==> src/rtl/genevr_regs_pkg.sv <==
// genevr_regs_pkg: shared region/index encodings and bad-read pattern for the event register block
package genevr_regs_pkg;
   typedef enum logic [1:0] {
      REGION_CTRL = 2'b00,
      REGION_STAT = 2'b01,
      REGION_RSVD = 2'b10,
      REGION_CNT  = 2'b11
   } region_e;
   localparam int STAT_LIVE   = 0;
   localparam int STAT_STICKY = 1;
   localparam int STAT_MASK   = 2;
   localparam logic [31:0] RD_BAD = 32'hDEAD_BEEF;
endpackage

==> src/rtl/genevr_evt_counter.sv <==
// genevr_evt_counter: one saturating event counter; a clear coinciding with an increment restarts at 1
module genevr_evt_counter
   import genevr_regs_pkg::*;
#(
   parameter int W = 32
) (
   input  logic         clk,
   input  logic         reset_n,
   input  logic         i_inc,
   input  logic         i_clr,
   output logic [W-1:0] o_cnt
);
   logic [W-1:0] r_cnt;
   assign o_cnt = r_cnt;
   // count rises, hold at all-ones, clear takes precedence but keeps a same-cycle rise
   always_ff @(posedge clk or negedge reset_n)
      if (!reset_n) r_cnt <= '0;
      else if (i_clr) r_cnt <= W'(i_inc);
      else if (i_inc && !(&r_cnt)) r_cnt <= r_cnt + W'(1);
endmodule

==> src/rtl/genevr_ctrl_regs.sv <==
// genevr_ctrl_regs: control/status/event-counter register block with one-cycle ack and registered irq
module genevr_ctrl_regs
   import genevr_regs_pkg::*;
#(
   parameter int AXI_DATA_WIDTH = 32,
   parameter int AXI_ADDR_WIDTH = 26,
   parameter int REG_ADDR_WIDTH = 8,
   parameter logic [AXI_ADDR_WIDTH-REG_ADDR_WIDTH-1:0] BLOCK_ADDR = 18'h10017,
   parameter int NUM_CTRL_REG = 4,
   parameter int NUM_EVT = 8
) (
   input  logic                                   clk,
   input  logic                                   reset_n,
   input  logic                                   reg_req_in,
   input  logic                                   reg_rd_wr_L_in,
   input  logic [AXI_ADDR_WIDTH-1:0]              reg_addr_in,
   input  logic [AXI_DATA_WIDTH-1:0]              reg_wr_data,
   output logic                                   reg_ack_out,
   output logic [AXI_DATA_WIDTH-1:0]              reg_rd_data,
   output logic [AXI_DATA_WIDTH*NUM_CTRL_REG-1:0] ctrl_regs,
   input  logic [NUM_EVT-1:0]                     evt_in,
   output logic                                   irq_out
);
   localparam int W = AXI_DATA_WIDTH;
   logic [W-1:0]              r_ctrl [NUM_CTRL_REG];
   logic [NUM_EVT-1:0]        r_evt_d, r_sticky, r_mask;
   logic                      r_ack, r_irq;
   logic [W-1:0]              r_rd_data;
   logic [W-1:0]              w_cnt [NUM_EVT];
   logic [NUM_EVT-1:0]        w_rise, w_w1c, w_clr;
   logic                      w_hit, w_wr;
   region_e                   w_region;
   logic [REG_ADDR_WIDTH-3:0] w_idx;
   logic [W-1:0]              w_rd_val;
   assign w_hit    = reg_req_in && (reg_addr_in[AXI_ADDR_WIDTH-1:REG_ADDR_WIDTH] == BLOCK_ADDR);
   assign w_wr     = w_hit && !reg_rd_wr_L_in;
   assign w_region = region_e'(reg_addr_in[REG_ADDR_WIDTH-1:REG_ADDR_WIDTH-2]);
   assign w_idx    = reg_addr_in[REG_ADDR_WIDTH-3:0];
   assign w_rise   = evt_in & ~r_evt_d;
   assign w_w1c    = (w_wr && w_region == REGION_STAT && int'(w_idx) == STAT_STICKY) ? reg_wr_data[NUM_EVT-1:0] : '0;
   assign reg_ack_out = r_ack;
   assign reg_rd_data = r_rd_data;
   assign irq_out     = r_irq;
   for (genvar g = 0; g < NUM_CTRL_REG; g++) begin : g_flat
      assign ctrl_regs[g*W +: W] = r_ctrl[g];
   end
   for (genvar g = 0; g < NUM_EVT; g++) begin : g_cnt
      genevr_evt_counter #(.W(W)) u_cnt (
         .clk    (clk),
         .reset_n(reset_n),
         .i_inc  (w_rise[g]),
         .i_clr  (w_clr[g]),
         .o_cnt  (w_cnt[g])
      );
   end
   // read decode: anything not matched below returns the bad-address pattern; also decode counter clears
   always_comb begin
      w_rd_val = W'(RD_BAD);
      w_clr    = '0;
      for (int i = 0; i < NUM_CTRL_REG; i++)
         if (w_region == REGION_CTRL && int'(w_idx) == i) w_rd_val = r_ctrl[i];
      for (int i = 0; i < NUM_EVT; i++) begin
         if (w_region == REGION_CNT && int'(w_idx) == i) w_rd_val = w_cnt[i];
         w_clr[i] = w_wr && w_region == REGION_CNT && int'(w_idx) == i;
      end
      if (w_region == REGION_STAT)
         w_rd_val = (int'(w_idx) == STAT_LIVE)   ? W'(evt_in)   :
                    (int'(w_idx) == STAT_STICKY) ? W'(r_sticky) :
                    (int'(w_idx) == STAT_MASK)   ? W'(r_mask)   : W'(RD_BAD);
   end
   // response: ack every accepted request one cycle later; read data only moves on accepted reads
   always_ff @(posedge clk or negedge reset_n)
      if (!reset_n) begin
         r_ack     <= 1'b0;
         r_rd_data <= '0;
      end else begin
         r_ack <= w_hit;
         if (w_hit && reg_rd_wr_L_in) r_rd_data <= w_rd_val;
      end
   // control registers: plain RW storage
   always_ff @(posedge clk or negedge reset_n)
      if (!reset_n) begin
         for (int i = 0; i < NUM_CTRL_REG; i++) r_ctrl[i] <= '0;
      end else begin
         for (int i = 0; i < NUM_CTRL_REG; i++)
            if (w_wr && w_region == REGION_CTRL && int'(w_idx) == i) r_ctrl[i] <= reg_wr_data;
      end
   // status: edge history, sticky with set-wins W1C, mask, and registered interrupt
   always_ff @(posedge clk or negedge reset_n)
      if (!reset_n) begin
         r_evt_d  <= '0;
         r_sticky <= '0;
         r_mask   <= '0;
         r_irq    <= 1'b0;
      end else begin
         r_evt_d  <= evt_in;
         r_sticky <= (r_sticky & ~w_w1c) | w_rise;
         if (w_wr && w_region == REGION_STAT && int'(w_idx) == STAT_MASK) r_mask <= reg_wr_data[NUM_EVT-1:0];
         r_irq    <= |(r_sticky & r_mask);
      end
endmodule
==> config.mk <==
export PLATFORM = sky130hd
export DESIGN_NAME = genevr_ctrl_regs
export DESIGN_NICKNAME = d
export VERILOG_FILES = /design/src/rtl/genevr_regs_pkg.sv /design/src/rtl/genevr_evt_counter.sv /design/src/rtl/genevr_ctrl_regs.sv
export SDC_FILE = /design/constraint.sdc
export NUM_CORES = 1
export LEC_CHECK = 0
export CAP_MARGIN = 10
export CORE_AREA = 4 4 250 252
export DETAILED_ROUTE_END_ITERATION = 10
export DIE_AREA = 0 0 254 256
export HOLD_SLACK_MARGIN = 0.02
export MAX_ROUTING_LAYER = met4
export SKIP_CTS_REPAIR_TIMING = 1
export SLEW_MARGIN = 40
export SYNTH_ARGS = -nofsm -noshare
export SYNTH_HDL_FRONTEND = slang
export SYNTH_HIERARCHICAL = 1
export SYNTH_SLANG_ARGS = --single-unit
export TNS_END_PERCENT = 100
==> constraint.sdc <==
create_clock -name clk -period 5.75 [get_ports clk]
set_input_delay 1.15 -clock clk [delete_from_list [all_inputs] [get_ports clk]]
set_output_delay 1.15 -clock clk [all_outputs]
set_load 0.01 [all_outputs]
# Yosys cells after proc, flatten, opt, wreduce, memory -nomap -nowiden
# Index checks and enable logic that the tools add are counted.
# Widths: inputs -> output; s select.
# totals
input_bits	70
regBits	442
wordCells	143
output_inout_bits	162
# classes
muxes	33
bitwise	6
n_eq_ne	10
n_reduce_logical	68
addsub	8
# ops
operator	count
$mux 32	32
$add 32x1->32 const B	8
$reduce_and 32->1	8
$logic_and 1x1->1	40
$and 8x8->8	3
$eq 6x4->1 const B	4
$eq 18x17->1 const B	1
$not 8->8	2
$reduce_bool 2->1	8
$eq 6x3->1 const B	2
$logic_not 1->1	9
$mux 8	1
$or 8x8->8	1
$reduce_or 8->1	1
$eq 6x2->1 const B	1
$logic_not 6->1	1
$eq 2x1->1 const B	1
$eq 2x2->1 const B	1
$logic_not 2->1	1

# Logic depth before layout (Yosys ltp)
# depth
depth_word	15
ltp_mapped	10

# By module
# Netlist, hierarchy kept.
# by_module_without_submodules
mod	area_each_um2	cells_each	instances
genevr_evt_counter	1846.8	195	8
genevr_ctrl_regs	10940.5	1123	1

# Least setup slack after synthesis
# No wires, ideal clock.
# synth_path
path_kind	input-to-reg
start	in reg_addr_in[18]
end	reg g_cnt[4].u_cnt.r_cnt[30]
setup_ns	0.119
cell_stages	7
slack_ns	2.433
t_arrival_ns	3.198
path_cell_list	or4_1 -> or3_1 -> buf_2 -> nor3_1 -> buf_1 -> clkbuf_1 -> o21ba_2
# synth_via
elab_chain_cells	6
word_cells_on_any_way	7
cone_classes	1 x eq/ne; 1 x mux; 5 x reduce/logical
# synth_rtl
element	line	rtl
start: declaration	genevr_ctrl_regs.sv:16	input logic [AXI_ADDR_WIDTH-1:0] reg_addr_in,
$eq 18x17->1 (*)	genevr_ctrl_regs.sv:35	assign w_hit = reg_req_in && (reg_addr_in[AXI_ADDR_WIDTH-1:REG_ADDR_WIDTH] == BLOCK_ADDR);
$logic_and 1x1->1 (*)	genevr_ctrl_regs.sv:35	
$logic_and 1x1->1 (*)	genevr_ctrl_regs.sv:36	assign w_wr = w_hit && !reg_rd_wr_L_in;
$logic_and 1x1->1 (*) (2 in series)	genevr_ctrl_regs.sv:64	w_clr[i] = w_wr && w_region == REGION_CNT && int'(w_idx) == i;
via w_clr[4]	genevr_ctrl_regs.sv:30	logic [NUM_EVT-1:0] w_rise, w_w1c, w_clr;
$mux 32 or $reduce_bool 2->1 (tied branches)	-	
end signal: assignment	genevr_evt_counter.sv:18	else if (i_clr) r_cnt <= W'(i_inc);
end signal: assignment	genevr_evt_counter.sv:19	else if (i_inc && !(&r_cnt)) r_cnt <= r_cnt + W'(1);
end: declaration	genevr_evt_counter.sv:13	logic [W-1:0] r_cnt;
# Mark *: on every way through the listed nets, which the timed path passes. The rest lies on a longest branch.
# A chain may end at the register's enable or synchronous reset.

# Worst setup path after layout
# layout_path
start	in reg_addr_in[7]
end	reg r_rd_data[29], in the netlist reg_rd_data[29]
# layout_via
elab_chain_cells	15
word_cells_on_any_way	28
cone_classes	2 x eq/ne; 13 x mux; 13 x reduce/logical
# layout_rtl
element	line	rtl
$logic_not 2->1	genevr_ctrl_regs.sv:61	if (w_region == REGION_CTRL && int'(w_idx) == i) w_rd_val = r_ctrl[i];
$logic_and 1x1->1	genevr_ctrl_regs.sv:61	
$mux 32 (4 in series)	genevr_ctrl_regs.sv:61	
$mux 32 (8 in series)	genevr_ctrl_regs.sv:63	if (w_region == REGION_CNT && int'(w_idx) == i) w_rd_val = w_cnt[i];
$mux 32 (*)	genevr_ctrl_regs.sv:66	if (w_region == REGION_STAT)
end signal: assignment	genevr_ctrl_regs.sv:78	if (w_hit && reg_rd_wr_L_in) r_rd_data <= w_rd_val;
end: declaration	genevr_ctrl_regs.sv:28	logic [W-1:0] r_rd_data;
# Mark *: on every way between the ends. The rest lies on a longest branch, timed or not.

==> flow_metrics.py <==
metrics = {
    "floorplan": {
        "die_x_um": 254,
        "die-area_sq_um": 65000,
        "rows": 90,
        "core-area_sq_um": 60100,
        "start_util_pct": 42.8,
        "die_y_um": 256,
        "ios": 232,
    },
    "grt": {
        "track_usage_pct": 31.9,
        "grt_antenna_before_repair": 4,
        "grt_overflow": 0,
        "grt_max_degree": 106,
        "grt_pass1_vias": 23200,
        "grt_pass1_wl_um": 154000,
    },
    "critical_path": {
        "reg2reg_slack_ns": 3.11,
        "ff2ff_path_depth": 5,
        "crit_arrival_ns": 4.17,
        "cp.required_ns": 6.28,
        "critPathMostFrequentCell": "nor2_1",
        "startpoint_type": "input pin",
        "reg2reg_from": "r_evt_d[7]$_DFF_PN0_",
        "end_kind": "flop",
        "path_max_fanout": 14,
        "crit_start": "reg_addr_in[7]",
        "critical_path_class": "input pin to flop",
        "critical_path.cell_chain": "clkdlybuf4s50_1 -> and2_1 -> nand2_1 -> nor2_1 -> nor2_1 -> a31oi_1 -> o31a_1",
        "cp-endpoint": "reg_rd_data[29]$_DFFE_PN0P_",
        "r2r-end": "g_cnt[7].u_cnt/o_cnt[26]$_DFFE_PN0P_",
        "slowest_delay_ns": 0.66,
        "crit_slowest_cell": "nand2_1",
    },
    "logic_synthesis": {
        "synth-seq-cells": 442,
        "syn-num-nets": 2761,
        "synth_top_area_share_pct": 43.0,
        "synth_seq_area_share_pct": 43.0,
        "syn_inst": 2683,
        "yosys.area_share.simple_pct": 22.8,
        "yosysWarnings": 6,
        "synth_top_family_by_area": "simple AND/OR/NAND/NOR gates",
        "muxShareOfSynthArea_pct": 8.36,
        "synthTopCellsByCount": "dfrtp_1, nor2_1, nand2_1",
        "ys.flop_type": "dfrtp_1",
        "ys_async_sr_fraction_pct": 100,
        "avgSynthCellArea_sq_um": 9.58,
        "synth-edff-count": 0,
        "synth_area_leader_cell": "dfrtp_1",
        "synthTopCellsByArea": "dfrtp_1, mux2_2, xnor2_1, nor2_1, a21oi_1",
        "ys_types": 82,
        "yosysMostFrequentCell": "dfrtp_1",
        "synth_xor_area_share_pct": 4.39,
        "synth_compound_gate_area_share_pct": 17.7,
        "synth_fa_ha_area_share_pct": 0.389,
        "syn_area_sq_um": 25700,
    },
    "timing": {
        "tns_ns": 0,
        "relSlewSlack_pct": 34.9,
        "period_share_pct": 63.3,
        "clock_skew_ns": 0.0496,
        "max_slew.worst_pin.slew_ns": 0.952,
        "period_minus_slack_ns": 3.64,
        "setup_ws_ns": 2.11,
        "finalSetupViolations": 0,
        "rsz0062_at_grt": "false",
        "final_hold_viol_count": 0,
        "max_freq_mhz": 275,
        "slew_viol_final": 0,
    },
    "power_and_ir_drop": {
        "powerDensity_nw_per_um2": 253,
        "vdd_drop_max_mv": 0.220,
        "p_total_mw": 7.76,
        "p_leak_nw": 12.5,
    },
    "clock_tree": {
        "htreeDepth": 2,
        "cts_tree": "yes",
        "clkLatencyLatePin_ns": 0.64,
        "clkSinkCount": 442,
        "cts_buffers": 52,
        "root_buffer": "clkbuf_16",
        "clkTransAtPathRegs_ns": 0.06,
        "cts_buffer_depth": 3,
    },
    "job": {
        "maxCapViolCount": 0,
    },
    "placement": {
        "placed_area_sq_um": 28900,
        "hpwl_um": 77600,
        "port_buffers": 231,
        "place_ws_ns": 1.36,
        "gp_congestion": 1.10,
    },
    "detailed_routing": {
        "drc": 0,
        "via_per_inst": 6.60,
        "first_pass_iters": 6,
        "wl_um": 104000,
        "vias": 24400,
        "drt_iter0_drc": 3233,
        "antenna_left": 0,
        "wl_per_cell_um": 28.1,
    },
    "layout": {
        "seq_area_sq_um": 11100,
        "fill_cells": 5544,
        "drive_above_1_share_pct": 13.1,
        "multiInputGateArea_sq_um": 13800,
        "final_nets": 2946,
        "design_area_sq_um": 30700,
        "area_growth_pct": 19.4,
    },
    "worst_hold_path": {
        "hp-class": "input pin to asynchronous set/reset pin",
    },
    "status": {
        "outcome": "finished clean",
    },
}
==> metal layers <==
metal  share of wire [%]  track usage (%)  vias up  wire length (um)
li1                    -                -    10500                 -
met2                  44             46.1     1293             45400
met1                  40             42.3    12200             41600
met5                   0                -        -                 0
met4                 6.0             14.6        0              6240
met3                  10             7.79      372             10500
==> worst max-delay path: cells and delay by family <==
kind	cells	cell delay, ns
AO/OA/AOI/OAI	2	0.36
buffers and inverters	1	0.57
AND/OR/NAND/NOR	4	2.08
==> layout by cell type, fill, tap and decap left out, types with 11 or more instances in the layout <==
| cell | n |
|---|---|
| a2111oi_0 | 21 |
| a211o_1 | 12 |
| a211oi_1 | 50 |
| a21oi_1 | 170 |
| a22oi_1 | 13 |
| a31oi_1 | 32 |
| and2_1 | 18 |
| and3_1 | 60 |
| and4_1 | 17 |
| buf_4 | 53 |
| clkbuf_16 | 52 |
| clkbuf_8 | 11 |
| clkdlybuf4s50_1 | 228 |
| dfrtp_1 | 442 |
| inv_1 | 43 |
| mux2_1 | 42 |
| mux2_2 | 108 |
| mux2i_1 | 37 |
| nand2_1 | 203 |
| nand3_1 | 100 |
| nand4_1 | 90 |
| nor2_1 | 227 |
| nor2b_1 | 22 |
| nor3_1 | 16 |
| nor3_4 | 12 |
| nor4_1 | 66 |
| nor4bb_1 | 11 |
| o21ai_0 | 160 |
| o221ai_1 | 12 |
| o22ai_1 | 41 |
| o31ai_1 | 34 |
| or3_1 | 66 |
| or4_1 | 26 |
| xnor2_1 | 112 |
| xor2_1 | 17 |
==> cell families after synthesis <==
| family | count (synthesis) |
|---|---|
| and+or+nand+nor | 1034 |
| AOI/OAI and AO/OA | 678 |
| DFF | 442 |
| buffers and inverters | 201 |
| muxes | 191 |
| xor gates and xnor gates | 129 |
| adders and majority gates | 8 |
==> cell type report <==
type / instances / share of cell area (%)
Antenna cell: 1 / 0.00815
Clock buffer: 71 / 4.83
Clock inverter: 23 / 1.08
Inverter: 44 / 0.538
Multi-Input combinational cell: 2040 / 45.1
Sequential cell: 442 / 36.0
Tap cell: 782 / 3.19
Timing Repair Buffer: 288 / 9.20
==> power by group <==
group / switching, mW / internal (mW) / total [mW]
clock network: 1.44 / 2.08 / 3.52
logic: 0.449 / 0.266 / 0.714
registers: 0.282 / 3.25 / 3.53
total: 2.17 / 5.59 / 7.76
==> worst min path at each step <==
| stage | endpoint | cells after the start | slack (ns) |
|---|---|---|---|
| after CTS | g_cnt[1].u_cnt/o_cnt[15]$_DFFE_PN0P_ | 1 | 0.43 |
| after global placement | reg_rd_data[0]$_DFFE_PN0P_ | 2 | 0.48 |
| after detailed placement | reg_rd_data[0]$_DFFE_PN0P_ | 2 | 0.50 |
| after global routing | g_cnt[1].u_cnt/o_cnt[15]$_DFFE_PN0P_ | 1 | 0.44 |
| after floorplan | r_sticky[3]$_DFF_PN0_ | 1 | 0.47 |
| final | g_cnt[1].u_cnt/o_cnt[15]$_DFFE_PN0P_ | 1 | 0.43 |
==> registers in the layout (all words and copies together) (netlist names) <==
signal,cells
reg_ack_out,1
irq_out,1
r_sticky,8
r_evt_d,8
g_cnt.u_cnt/o_cnt,256
ctrl_regs,128
reg_rd_data,32
r_mask,8
==> stage by stage <==
stage          cells  hold WS [ns]  utilization [%]
6_report        3691         0.433             51.0
3_3_place_gp    3595         0.476             47.9
4_1_cts         3690         0.428             51.0
2_1_floorplan   2683         0.468                -
3_5_place_dp    3596         0.497             48.0
5_1_grt         3691         0.437             51.0
(Power assumes the default switching activity.)
